$ cat src/rtl/mul_flag_unit.sv
// mul_flag_unit: iterative shift-add MUL/MLA unit for the execute stage.
// Produces the 32-bit product (plus accumulate for MLA) and the NZCV vector
// with a one-cycle write strobe for the downstream status register.
// Optional build macro MUL_EARLY_TERM_EN: leave RUN as soon as the remaining
// multiplier bits are all zero; without it every operation takes WIDTH
// iterations and the early-exit comparator is not built.
module mul_flag_unit #(
    parameter int unsigned WIDTH = 32,
    parameter int unsigned CNT_W = 6
) (
    input  logic             clk,
    input  logic             rst_n,
    input  logic             start,
    input  logic             flush,
    input  logic [WIDTH-1:0] op_a,
    input  logic [WIDTH-1:0] op_b,
    input  logic [WIDTH-1:0] acc,
    input  logic             accumulate,
    input  logic             set_flags,
    input  logic [3:0]       flags_in,
    output logic             busy,
    output logic             done,
    output logic [WIDTH-1:0] result,
    output logic [3:0]       stat_bits,
    output logic             stat_wr
);

    typedef enum logic [1:0] {
        ST_IDLE,
        ST_RUN,
        ST_FIN
    } state_t;

    localparam logic [CNT_W-1:0] LAST_CNT = CNT_W'(WIDTH - 1);

    state_t           state;
    state_t           state_nxt;

    logic [WIDTH-1:0] mcand;
    logic [WIDTH-1:0] mplier;
    logic [WIDTH-1:0] acc_reg;
    logic [CNT_W-1:0] count;
    logic             s_reg;
    logic [1:0]       snap_cv;

    logic             load;
    logic             step;
    logic             finish;
    logic             last_iter;

    // N and Z are recomputed from the result; only C and V are carried through
    logic             unused_flags;
    assign unused_flags = ^flags_in[3:2];

    // Decide whether the iteration happening this cycle is the final one
    always_comb begin
`ifdef MUL_EARLY_TERM_EN
        last_iter = (count == LAST_CNT) || (mplier[WIDTH-1:1] == '0);
`else
        last_iter = (count == LAST_CNT);
`endif
    end

    // State register
    always_ff @(posedge clk or negedge rst_n) begin
        if (!rst_n) begin
            state <= ST_IDLE;
        end else begin
            state <= state_nxt;
        end
    end

    // Next-state logic; flush wins over everything, including start in IDLE
    always_comb begin
        state_nxt = state;
        unique case (state)
            ST_IDLE: begin
                if (start && !flush) begin
                    state_nxt = ST_RUN;
                end
            end
            ST_RUN: begin
                if (flush) begin
                    state_nxt = ST_IDLE;
                end else if (last_iter) begin
                    state_nxt = ST_FIN;
                end
            end
            ST_FIN: begin
                state_nxt = ST_IDLE;
            end
            default: begin
                state_nxt = ST_IDLE;
            end
        endcase
    end

    // Output/control decode from the current state
    always_comb begin
        busy   = 1'b0;
        load   = 1'b0;
        step   = 1'b0;
        finish = 1'b0;
        unique case (state)
            ST_IDLE: begin
                load = start && !flush;
            end
            ST_RUN: begin
                busy = 1'b1;
                step = !flush;
            end
            ST_FIN: begin
                busy   = 1'b1;
                finish = !flush;
            end
            default: begin
                busy = 1'b0;
            end
        endcase
    end

    // Operand capture and one shift-add iteration per RUN cycle
    always_ff @(posedge clk or negedge rst_n) begin
        if (!rst_n) begin
            mcand   <= '0;
            mplier  <= '0;
            acc_reg <= '0;
            count   <= '0;
            s_reg   <= 1'b0;
            snap_cv <= '0;
        end else if (load) begin
            mcand   <= op_a;
            mplier  <= op_b;
            acc_reg <= accumulate ? acc : '0;
            count   <= '0;
            s_reg   <= set_flags;
            snap_cv <= flags_in[1:0];
        end else if (step) begin
            if (mplier[0]) begin
                acc_reg <= acc_reg + mcand;
            end
            mcand  <= mcand << 1;
            mplier <= mplier >> 1;
            count  <= count + 1'b1;
        end
    end

    // Registered result, done pulse and status-register write; stat_bits
    // only moves on a flag-setting completion so it holds otherwise
    always_ff @(posedge clk or negedge rst_n) begin
        if (!rst_n) begin
            done      <= 1'b0;
            stat_wr   <= 1'b0;
            result    <= '0;
            stat_bits <= '0;
        end else begin
            done    <= finish;
            stat_wr <= finish && s_reg;
            if (finish) begin
                result <= acc_reg;
            end
            if (finish && s_reg) begin
                stat_bits <= {acc_reg[WIDTH-1], (acc_reg == '0), snap_cv};
            end
        end
    end

endmodule

$ cat config.mk
export PLATFORM = sky130hd
export DESIGN_NAME = mul_flag_unit
export DESIGN_NICKNAME = d
export VERILOG_FILES = /design/src/rtl/mul_flag_unit.sv
export SDC_FILE = /design/constraint.sdc
export NUM_CORES = 1
export LEC_CHECK = 0
export CAP_MARGIN = 0
export CORE_UTILIZATION = 48
export CTS_BUF_LIST = sky130_fd_sc_hd__clkbuf_16
export DETAILED_ROUTE_END_ITERATION = 16
export GPL_ROUTABILITY_DRIVEN = 0
export PLACE_DENSITY = 0.7
export SLEW_MARGIN = 20
export SYNTH_ARGS = -nofsm -noshare
export SYNTH_HDL_FRONTEND = slang
export SYNTH_SLANG_ARGS = --single-unit
export TNS_END_PERCENT = 50
$ cat constraint.sdc
create_clock -name clk -period 4.8 [get_ports clk]
set_clock_uncertainty 0.05 [all_clocks]
set_input_delay 0.96 -clock clk [delete_from_list [all_inputs] [get_ports clk]]
set_output_delay 0.96 -clock clk [all_outputs]
set_load 0.02 [all_outputs]
==> flow_summary.toml <==
[finish]
nNetsFinal = 1197
area_delta_synth_final_pct = 27.4
n_antenna_cell = 0
drive_above_1_share_pct = 5.99

[floorplan]
die_height_um = 131
die_x_um = 131
rows = 46
io_pins = 145
core_area_mm2 = 0.0160
start_util_pct = 49.7
die-area_mm2 = 0.0171

[yosys]
syn_area_per_cell_um2 = 8.46
ys_seq_area_share_pct = 45.6
yosysUniqueCellTypes = 59
synth_seq_cells = 145
async_reset_ff_share_pct = 100
yosys_warnings = 0
netlist_instances = 940
synthesis.nets = 1082
synth_edf_count = 0
synth-main-ff-cell = "dfrtp_1"
syn-cell-area_mm2 = 0.00795

[power]
seq_power_share_pct = 29.1
netSwitchingPower_w = 0.00343
clockPowerShare_pct = 17.7
power.density_mw_per_mm2 = 792
power.leakage_nw = 4.57
irDropWorstVdd_mv = 0.370
cellInternalPower_w = 0.00459
swShare_pct = 42.8
comb_power_share_pct = 53.2

[outcome]
status = "complete, no violations"

[critical_path]
reg2reg_to = "acc_reg[26]$_DFFE_PN0P_"
cpMaxStageDelayCell = "a311oi_1"
regToRegSetupSlack_ns = 1.46
worst-path-max-fanout = 4
slowest_delay_ns = 0.51
critPathKind = "flip-flop to flip-flop"
r2r_start = "acc_reg[0]$_DFFE_PN0P_"
crit_path_end_kind = "flip-flop"
cp-endpoint = "acc_reg[26]$_DFFE_PN0P_"
crit_path_start_kind = "flip-flop"
setup.worst_path.start = "acc_reg[0]$_DFFE_PN0P_"
path_cells = "ha_1, fa_1, a21oi_1, o221ai_2, o211ai_1, o2111ai_1, a311oi_1, o21ai_1, xnor2_1, a221oi_1"
cp.required_ns = 5.08
arrival_ns = 3.62
reg2reg_depth = 10

[route]
postRouteAntennaNets = 0
first_pass_iters = 5
via_count = 7063
drcViolationCount = 0
wl_per_cell_um = 16.3
vias_per_cell = 5.50
wl_mm = 20.9
first_iter_violations = 406

[clock_tree]
cts_root_buf = "clkbuf_16"
clock_latency_ns = 0.43
cts.clk_slew.worst_paths_ns = 0.06
cts_resized = 0
htreeDepth = 4
postCtsSetupRepairBufs = 0
numClockSinks = 145
cts_buffer_depth = 2
cts_made_buffers = 17
cts_tree = "yes"
postCtsHoldBufs = 0

[sta]
setup_viol = 0
min_period_ns = 3.34
fin_crit_sh_pct = 69.5
fmax_ghz = 0.300
tightest_slew_ns = 0.847
rsz0062_at_grt = "no"
setup_tns_ns = 0
hold_viol = 0
slew_violations = 0
fin_ws_ns = 1.46
relSlewSlack_pct = 43.6

[worst_hold_path]
min_path_type = "flip-flop to flip-flop"

[grt]
grt_util_all_layers_pct = 26.0
grt_max_degree = 95
grt_remaining_overflow = 0
antenna_found_initial = 1
grt_pass1_vias = 6695
grt_pass1_wl_mm = 33.9

[placed_design]
numPortBuffers = 142
dp_slack_ns = 1.49
dp_hpwl_mm = 14.5

[flow_run]
maxCapViolCount = 0
[power by group through the flow]
stage | Clock [W] | Combinational (W) | Sequential (W)
floorplan | 0 | 0.00310 | 0.00233
global placement | 0 | 0.00416 | 0.00233
detailed placement | 0 | 0.00422 | 0.00233
CTS | 0.00144 | 0.00425 | 0.00232
global route | 0.00149 | 0.00479 | 0.00241
finish | 0.00142 | 0.00427 | 0.00233
[metrics by stage]
stage               hold slack (ns)  total power, W  cells  cell area [µm²]  utilization [%]
global placement              0.410         0.00649   1252             9500             59.4
detailed placement            0.412         0.00655   1252             9500             59.4
global route                  0.435         0.00869   1284            10100             63.3
floorplan                     0.392         0.00543    940             7950                -
finish                        0.421         0.00802   1284            10100             63.3
CTS                           0.427         0.00801   1284            10100             63.3
[final cells by class]
type	count	area, µm²
clock buffers	17	425
clock inverters	15	204
fillers	1436	5870
inverters	12	45.0
multi-input cells	728	4050
flip-flops and latches	145	3630
well taps	216	270
repair buffers	151	1500
[worst min path at each step]
stage / startpoint / endpoint / cells after the start
after floorplan: snap_cv[0]$_DFFE_PN0P_ / snap_cv[0]$_DFFE_PN0P_ / 2
after global placement: result[18]$_DFFE_PN0P_ / result[18]$_DFFE_PN0P_ / 2
after detailed placement: result[20]$_DFFE_PN0P_ / result[20]$_DFFE_PN0P_ / 2
after CTS: result[12]$_DFFE_PN0P_ / result[12]$_DFFE_PN0P_ / 2
after global routing: result[12]$_DFFE_PN0P_ / result[12]$_DFFE_PN0P_ / 2
final: result[12]$_DFFE_PN0P_ / result[12]$_DFFE_PN0P_ / 2
[kinds of logic after synthesis]
logic type / Yosys count / share of synthesized area, %
fa+ha+maj: 36 / 5.76
flops: 145 / 45.6
xor+xnor: 32 / 3.53
buf+inv: 67 / 3.59
simple gates: 437 / 22.6
mux: 4 / 0.551
compound gates: 219 / 18.3
[placed cells by master (no fill, tap or decap), types with 5 or more instances in the layout]
| cell type | synthesis | routed |
|---|---|---|
| a211oi_1 | 5 | 5 |
| a21o_1 | 16 | 16 |
| a21oi_1 | 34 | 34 |
| a221oi_1 | 6 | 6 |
| a22oi_1 | 13 | 13 |
| a31oi_1 | 74 | 74 |
| and3_1 | 5 | 5 |
| buf_4 | 1 | 8 |
| clkbuf_16 | 0 | 17 |
| clkdlybuf4s50_1 | 0 | 141 |
| dfrtp_1 | 145 | 145 |
| ha_1 | 35 | 35 |
| inv_1 | 12 | 12 |
| inv_6 | 0 | 5 |
| nand2_1 | 269 | 269 |
| nand3_1 | 16 | 16 |
| nand4_1 | 9 | 9 |
| nor2_1 | 102 | 102 |
| nor4_1 | 8 | 8 |
| o21a_1 | 6 | 6 |
| o21ai_0 | 24 | 24 |
| o21ai_1 | 5 | 5 |
| xnor2_1 | 21 | 21 |
| xor2_1 | 11 | 11 |
[per-layer routing]
layer	up-vias	track usage, %	wire length (µm)
li1	3516	-	-
met1	3324	36.6	9980
met2	198	39.6	9240
met3	25	6.35	1360
met4	0	7.84	316
met5	-	0	0
[worst max-delay path, delay by kind of cell, from the launching register on]
family / cells / cell delay [ns]
xor+xnor: 1 / 0.14
fa+ha+maj: 2 / 0.67
flops: 1 / 0.44
compound gates: 7 / 1.94
[cells in the mapped netlist (3+ instances only)]
cell type / count / area share, %
ha_1: 35 / 5.5
nor2b_1: 5 / 0.39
and2_1: 3 / 0.24
o21bai_1: 3 / 0.28
clkbuf_1: 45 / 2.1
o21ai_1: 5 / 0.31
and3_1: 5 / 0.39
xor2_1: 11 / 1.2
a2111oi_0: 3 / 0.33
o31a_1: 3 / 0.33
dfrtp_1: 145 / 46
a31oi_1: 74 / 5.8
nand3_1: 16 / 1.0
a21o_2: 4 / 0.44
mux2_2: 3 / 0.42
xnor2_1: 21 / 2.3
buf_1: 6 / 0.28
a211o_1: 3 / 0.33
a21o_1: 16 / 1.5
o21ai_0: 24 / 1.5
inv_1: 12 / 0.57
and3_2: 3 / 0.28
a21oi_1: 34 / 2.1
a22oi_1: 13 / 1.2
o31ai_1: 3 / 0.28
nand2_1: 269 / 13
o211ai_1: 3 / 0.28
o21a_1: 6 / 0.57
a221oi_1: 6 / 0.66
nor2_1: 102 / 4.8
nand4_1: 9 / 0.71
nor4_1: 8 / 0.63
a211oi_1: 5 / 0.47
nand2b_1: 3 / 0.24
clkbuf_8: 3 / 0.52
(Power assumes the default switching activity.)
